File: src/rtl/datapath_ctrl.sv
// datapath_ctrl: multi-cycle fetch/decode/execute sequencer for the
// 16-register datapath. It owns the PC, the instruction register and the
// condition-flag register, and it drives the datapath control word
// combinationally from the current state and the IR.
module datapath_ctrl #(
    parameter logic [3:0] OP_PASSB = 4'hF,
    parameter int         PC_W     = 16
) (
    input  logic            clk,
    input  logic            rst_n,
    input  logic            start,
    output logic            halted,
    output logic [PC_W-1:0] pc,
    output logic            instr_req,
    input  logic            instr_ack,
    input  logic [15:0]     instr_in,
    output logic            mem_rd,
    output logic            mem_wr,
    input  logic            mem_ack,
    output logic [15:0]     mem_addr,
    output logic [15:0]     mem_wdata,
    input  logic [15:0]     mem_rdata,
    input  logic [15:0]     a_out,
    input  logic [15:0]     b_out,
    input  logic            v,
    input  logic            c,
    input  logic            n,
    input  logic            z,
    output logic [3:0]      dest_sel,
    output logic [3:0]      a_sel,
    output logic [3:0]      b_sel,
    output logic [3:0]      op_sel,
    output logic [15:0]     const_out,
    output logic            const_sel,
    output logic            data_sel,
    output logic            load_en
);

    typedef enum logic [2:0] {
        S_IDLE  = 3'd0,
        S_FETCH = 3'd1,
        S_EXEC  = 3'd2,
        S_MEM   = 3'd3,
        S_HALT  = 3'd4
    } state_t;

    localparam logic [3:0] OPC_LDI  = 4'hA;
    localparam logic [3:0] OPC_LD   = 4'hB;
    localparam logic [3:0] OPC_ST   = 4'hC;
    localparam logic [3:0] OPC_BR   = 4'hD;
    localparam logic [3:0] OPC_JMP  = 4'hE;
    localparam logic [3:0] OPC_HALT = 4'hF;

    state_t          state_q, state_d;
    logic [PC_W-1:0] pc_q, pc_d;
    logic [15:0]     ir_q, ir_d;
    logic [3:0]      flags_q, flags_d;   // {v, c, n, z}

    logic [3:0]      ir_op, ir_dr, ir_sa, ir_sb;
    logic [7:0]      ir_imm8;
    logic [PC_W-1:0] br_off;
    logic            br_taken;

    assign ir_op   = ir_q[15:12];
    assign ir_dr   = ir_q[11:8];
    assign ir_sa   = ir_q[7:4];
    assign ir_sb   = ir_q[3:0];
    assign ir_imm8 = ir_q[7:0];
    assign br_off  = {{(PC_W-8){ir_imm8[7]}}, ir_imm8};

    // Data port always addresses through A and writes from B.
    assign mem_addr  = a_out;
    assign mem_wdata = b_out;
    assign pc        = pc_q;
    // mem_rdata reaches the register file through the datapath's data input;
    // this block only asserts data_sel to steer it.

    // Branch condition evaluated against the latched flags, never the live ones.
    always_comb begin
        br_taken = 1'b0;
        case (ir_dr)
            4'd0:    br_taken = 1'b1;
            4'd1:    br_taken = flags_q[0];
            4'd2:    br_taken = flags_q[1];
            4'd3:    br_taken = flags_q[2];
            4'd4:    br_taken = flags_q[3];
            4'd5:    br_taken = ~flags_q[0];
            default: br_taken = 1'b0;
        endcase
    end

    // State, PC, IR and flag registers with asynchronous reset.
    always_ff @(posedge clk or negedge rst_n) begin
        if (!rst_n) begin
            state_q <= S_IDLE;
            pc_q    <= '0;
            ir_q    <= '0;
            flags_q <= '0;
        end else begin
            state_q <= state_d;
            pc_q    <= pc_d;
            ir_q    <= ir_d;
            flags_q <= flags_d;
        end
    end

    // Next-state logic and the combinational control word.
    always_comb begin
        state_d   = state_q;
        pc_d      = pc_q;
        ir_d      = ir_q;
        flags_d   = flags_q;
        halted    = 1'b0;
        instr_req = 1'b0;
        mem_rd    = 1'b0;
        mem_wr    = 1'b0;
        dest_sel  = 4'd0;
        a_sel     = 4'd0;
        b_sel     = 4'd0;
        op_sel    = 4'd0;
        const_out = 16'd0;
        const_sel = 1'b0;
        data_sel  = 1'b0;
        load_en   = 1'b0;

        case (state_q)
            S_IDLE: begin
                if (start) state_d = S_FETCH;
            end
            S_HALT: begin
                halted = 1'b1;
                if (start) state_d = S_FETCH;
            end
            S_FETCH: begin
                instr_req = 1'b1;
                if (instr_ack) begin
                    ir_d    = instr_in;
                    pc_d    = pc_q + PC_W'(1);
                    state_d = S_EXEC;
                end
            end
            S_EXEC: begin
                state_d = S_FETCH;
                case (ir_op)
                    OPC_LDI: begin
                        const_out = {8'h00, ir_imm8};
                        const_sel = 1'b1;
                        op_sel    = OP_PASSB;
                        dest_sel  = ir_dr;
                        load_en   = 1'b1;
                    end
                    OPC_LD: begin
                        a_sel   = ir_sa;
                        state_d = S_MEM;
                    end
                    OPC_ST: begin
                        a_sel   = ir_sa;
                        b_sel   = ir_sb;
                        state_d = S_MEM;
                    end
                    OPC_BR: begin
                        // pc already points past the branch here
                        if (br_taken) pc_d = pc_q + br_off;
                    end
                    OPC_JMP: begin
                        a_sel = ir_sa;
                        pc_d  = a_out[PC_W-1:0];
                    end
                    OPC_HALT: begin
                        state_d = S_HALT;
                    end
                    default: begin
                        // ALU ops 0x0..0x9 write the result and capture flags
                        op_sel   = ir_op;
                        a_sel    = ir_sa;
                        b_sel    = ir_sb;
                        dest_sel = ir_dr;
                        load_en  = 1'b1;
                        flags_d  = {v, c, n, z};
                    end
                endcase
            end
            S_MEM: begin
                a_sel = ir_sa;
                if (ir_op == OPC_LD) begin
                    mem_rd = 1'b1;
                    op_sel = OP_PASSB;
                    if (mem_ack) begin
                        data_sel = 1'b1;
                        dest_sel = ir_dr;
                        load_en  = 1'b1;
                        state_d  = S_FETCH;
                    end
                end else begin
                    b_sel  = ir_sb;
                    mem_wr = 1'b1;
                    if (mem_ack) state_d = S_FETCH;
                end
            end
            default: begin
                state_d = S_IDLE;
            end
        endcase
    end

endmodule

File: config.mk
export PLATFORM = sky130hd
export DESIGN_NAME = datapath_ctrl
export DESIGN_NICKNAME = d
export VERILOG_FILES = /design/src/rtl/datapath_ctrl.sv
export SDC_FILE = /design/constraint.sdc
export NUM_CORES = 1
export LEC_CHECK = 0
export ABC_AREA = 1
export CAP_MARGIN = 20
export CORE_MARGIN = 2
export CORE_UTILIZATION = 35
export DETAILED_ROUTE_END_ITERATION = 6
export GPL_TIMING_DRIVEN = 0
export PLACE_DENSITY = 0.68
export RECOVER_POWER = 100
export SLEW_MARGIN = 20
export SYNTH_ARGS = -nofsm -noshare
export SYNTH_HDL_FRONTEND = slang
export SYNTH_SLANG_ARGS = --single-unit
File: constraint.sdc
create_clock -name clk -period 2.08 [get_ports clk]
set_input_delay 0.416 -clock clk [delete_from_list [all_inputs] [get_ports clk]]
set_output_delay 0.416 -clock clk [all_outputs]
set_load 0.02 [all_outputs]
==> results.cfg <==
[drt]
wire_per_inst_microns = 13.81
vias_per_cell = 4.776
firstDrtPassIters = 5
detail-route-antenna-nets = 0
vias = 4241
drtIter0Drc = 185
route.detailed.drc = 0
routed_wl_mm = 12.26

[floorplan]
initial_utilization_pct = 36.13
die_h_microns = 107.2
row_count = 37
die-area_sq_um = 11500
num_io_pins = 160
die_w_microns = 107.2
core-area_sq_um = 10320

[yosys]
synth-edff-count = 0
synth.most_common_cell = nand2_1
synthSimpleGateAreaFrac_pct = 33.55
synth-adder-area-share_pct = 5.904
syn_avg_cell_area_sq_um = 6.279
synth-xor-area-share_pct = 0.4696
yosys.area.top_type = dfrtp_1
synthCells = 594
synth_top_area_share_pct = 26.17
synthArstFlopShare_pct = 100.0
yosys_warnings = 0
muxShareOfSynthArea_pct = 1.610
ys_ff_latch = 39
synth_top_family_by_area = simple AND/OR/NAND/NOR gates
synth_seq_area_share_pct = 26.17
synthTopCellsByArea = dfrtp_1, nand2_1, nor2_1
yosys_most_used_dff = dfrtp_1
netlist_area_sq_um = 3730
synth-compound-area-share_pct = 13.35
netlist-cell-type-count = 40
yosys-top-cells-count = nand2_1, nor2_1, inv_1, a21oi_1, buf_4

[grt]
grt.total_usage_pct = 21.16
grt_pass1_vias = 4076
antenna_found_initial = 0
grt_max_degree = 24
grt_pass1_wl_mm = 19.35
grt_overflow_total = 0

[sta]
layout_min_cycle_time_ns = 2.203
fmax_mhz = 453.8
setup_ws_ns = -0.1234
fin_crit_sh_pct = 105.9
setup_viol = 11
finClkSkew_ns = 0.01127
rsz0062_at_grt = true
relSlewSlack_pct = 34.92
finalMaxSlewViolations = 0
whs_ns = 0.2347
hold_viol_final = 0
setup_tns_ns = -0.6413
worst_pin_slew_ns = 0.9761

[critical_path]
slowest_delay_ns = 0.41
crit_family = buffers and inverters
cpMostUsedCell = inv_2
crit_arrival_ns = 1.79
required_ns = 1.66
crit_slowest_cell = dfrtp_1
worstPathCellList = inv_2, nand2_4, nor3_4, inv_2, nor2_4, clkinv_4, buf_6, o211ai_1, buf_4
startpoint = ir_q[14]$_DFFE_PN0P_
endpoint_kind = output pin
path_buf_inv = 5
r2r-start = pc[0]$_DFFE_PN0P_
critPathKind = reg -> out
crit_path_start_kind = register
cp_max_fo = 6

[placement]
dp_slack_ns = -0.4735
placed_cells = 857
dpl.hpwl_mm = 9.215
gp_congestion = 0.9161
io_buffers = 119

[finish]
antenna_cells = 0
syn_to_final_growth_pct = 50.75
drive_above_1_share_pct = 24.60
fin_cells = 888
num-nets-final = 841
fillerInstances = 977

[clock_network]
cts_buffers = 5
cts_buffer_depth = 2
cts-root-buf = clkbuf_8
cts_tree = yes
cts_hold_buffers = 0
insertion_delay_ns = 0.31
clkTransAtPathRegs_ns = 0.10
cts_sinks = 39
htree_num_levels = 2

[power_and_ir_drop]
power_density_nw_per_um2 = 1418
p_leak_nw = 2.868
irDropWorstVdd_v = 0.0006139

[outcome]
run_status = finished, violations left
violations = negative setup slack

[worst_hold_path]
min_path_type = in -> async

[run]
drv_cap = 0
==> worst reg2reg max path: cells and delay by family (launching register included) <==
kind	cells	cell delay (ns)
buf+inv	2	0.12
compound gates	1	0.14
flops	1	0.41
simple gates	9	0.66
fa+ha+maj	2	0.55
==> cell type report <==
type	count	area (sq um)	area share, %
repair buffers	143	1323	23.52
multi-input cells	423	2307	41.03
flip-flops and latches	39	983.4	17.49
well taps	136	170.2	3.026
inverters	87	346.6	6.164
clock buffers	5	68.82	1.224
plain buffers	52	377.9	6.720
clock inverters	3	46.29	0.8233
==> sequential cells by signal, summed over array words and instances, names as in the netlist <==
register  count
ir_q         16
pc           16
flags_q       4
state_q       3
==> final timing paths <==
| kind | end | slack (ns) | cells after the start |
|---|---|---|---|
| min in group clk | flags_q[3]$_DFFE_PN0P_ | 0.53 | 1 |
| max reg2reg | pc[8]$_DFFE_PN0P_ | 0.13 | 14 |
| max in group asynchronous | ir_q[13]$_DFFE_PN0P_ | 0.65 | 2 |
| min | pc[14]$_DFFE_PN0P_ | 0.23 | 1 |
| max | op_sel[0] | -0.12 | 9 |
| min reg2reg | flags_q[3]$_DFFE_PN0P_ | 0.53 | 1 |
==> where the power goes <==
| part | switching, W | internal (W) | leakage [nW] |
|---|---|---|---|
| clock network | 0.000327 | 0.000362 | 0.0548 |
| registers | 0.000461 | 0.00110 | 0.441 |
| logic | 0.00346 | 0.00226 | 2.37 |
==> kinds of logic after synthesis <==
logic type	Yosys count
other cells	1
mux	4
simple gates	303
compound gates	89
fa+ha+maj	17
buf+inv	139
flops	39
xor+xnor	2
==> per-stage QoR <==
step                area, sq um  util, %  total power, W
finish                     5623    54.47        0.007973
global route               5623    54.47        0.008740
CTS                        5414    52.44        0.007593
detailed placement         5160    49.98        0.006716
global placement           5137    49.76        0.006625
floorplan                  3776        -        0.005133
==> cells in the final DEF, fill, tap and decap left out, types with 5 or more instances in the layout <==
cell             count
nand2_2             10
nor2_1              84
nor2_4              12
dfrtp_1             33
a21oi_1             42
inv_2                7
buf_4               77
ha_1                14
conb_1               8
clkbuf_8             5
nor3_1               6
dfrtp_2              6
nand2_1            131
o211ai_1             6
buf_6               13
nand3_1             33
nor2_2              11
o21ai_2              6
o21ai_0             19
inv_1               74
dlygate4sd3_1       16
clkdlybuf4s50_1     70
clkbuf_1             8
==> routing by layer <==
| layer | global-route usage [%] | wire, microns |
|---|---|---|
| met2 | 36.66 | 5899 |
| met5 | 0 | 0 |
| met3 | 3.465 | 877 |
| met4 | 5.751 | 190 |
| met1 | 27.13 | 5291 |
==> repair_timing <==
| item | in CTS | in global routing |
|---|---|---|
| setup endpoints to repair | 33 | 38 |
| setup buffers | 12 | 12 |
| pin swaps | 6 | 13 |
| gates resized for setup | 177 | 55 |
| cloned | 0 | 0 |
Power figures use the tool's default switching activity.
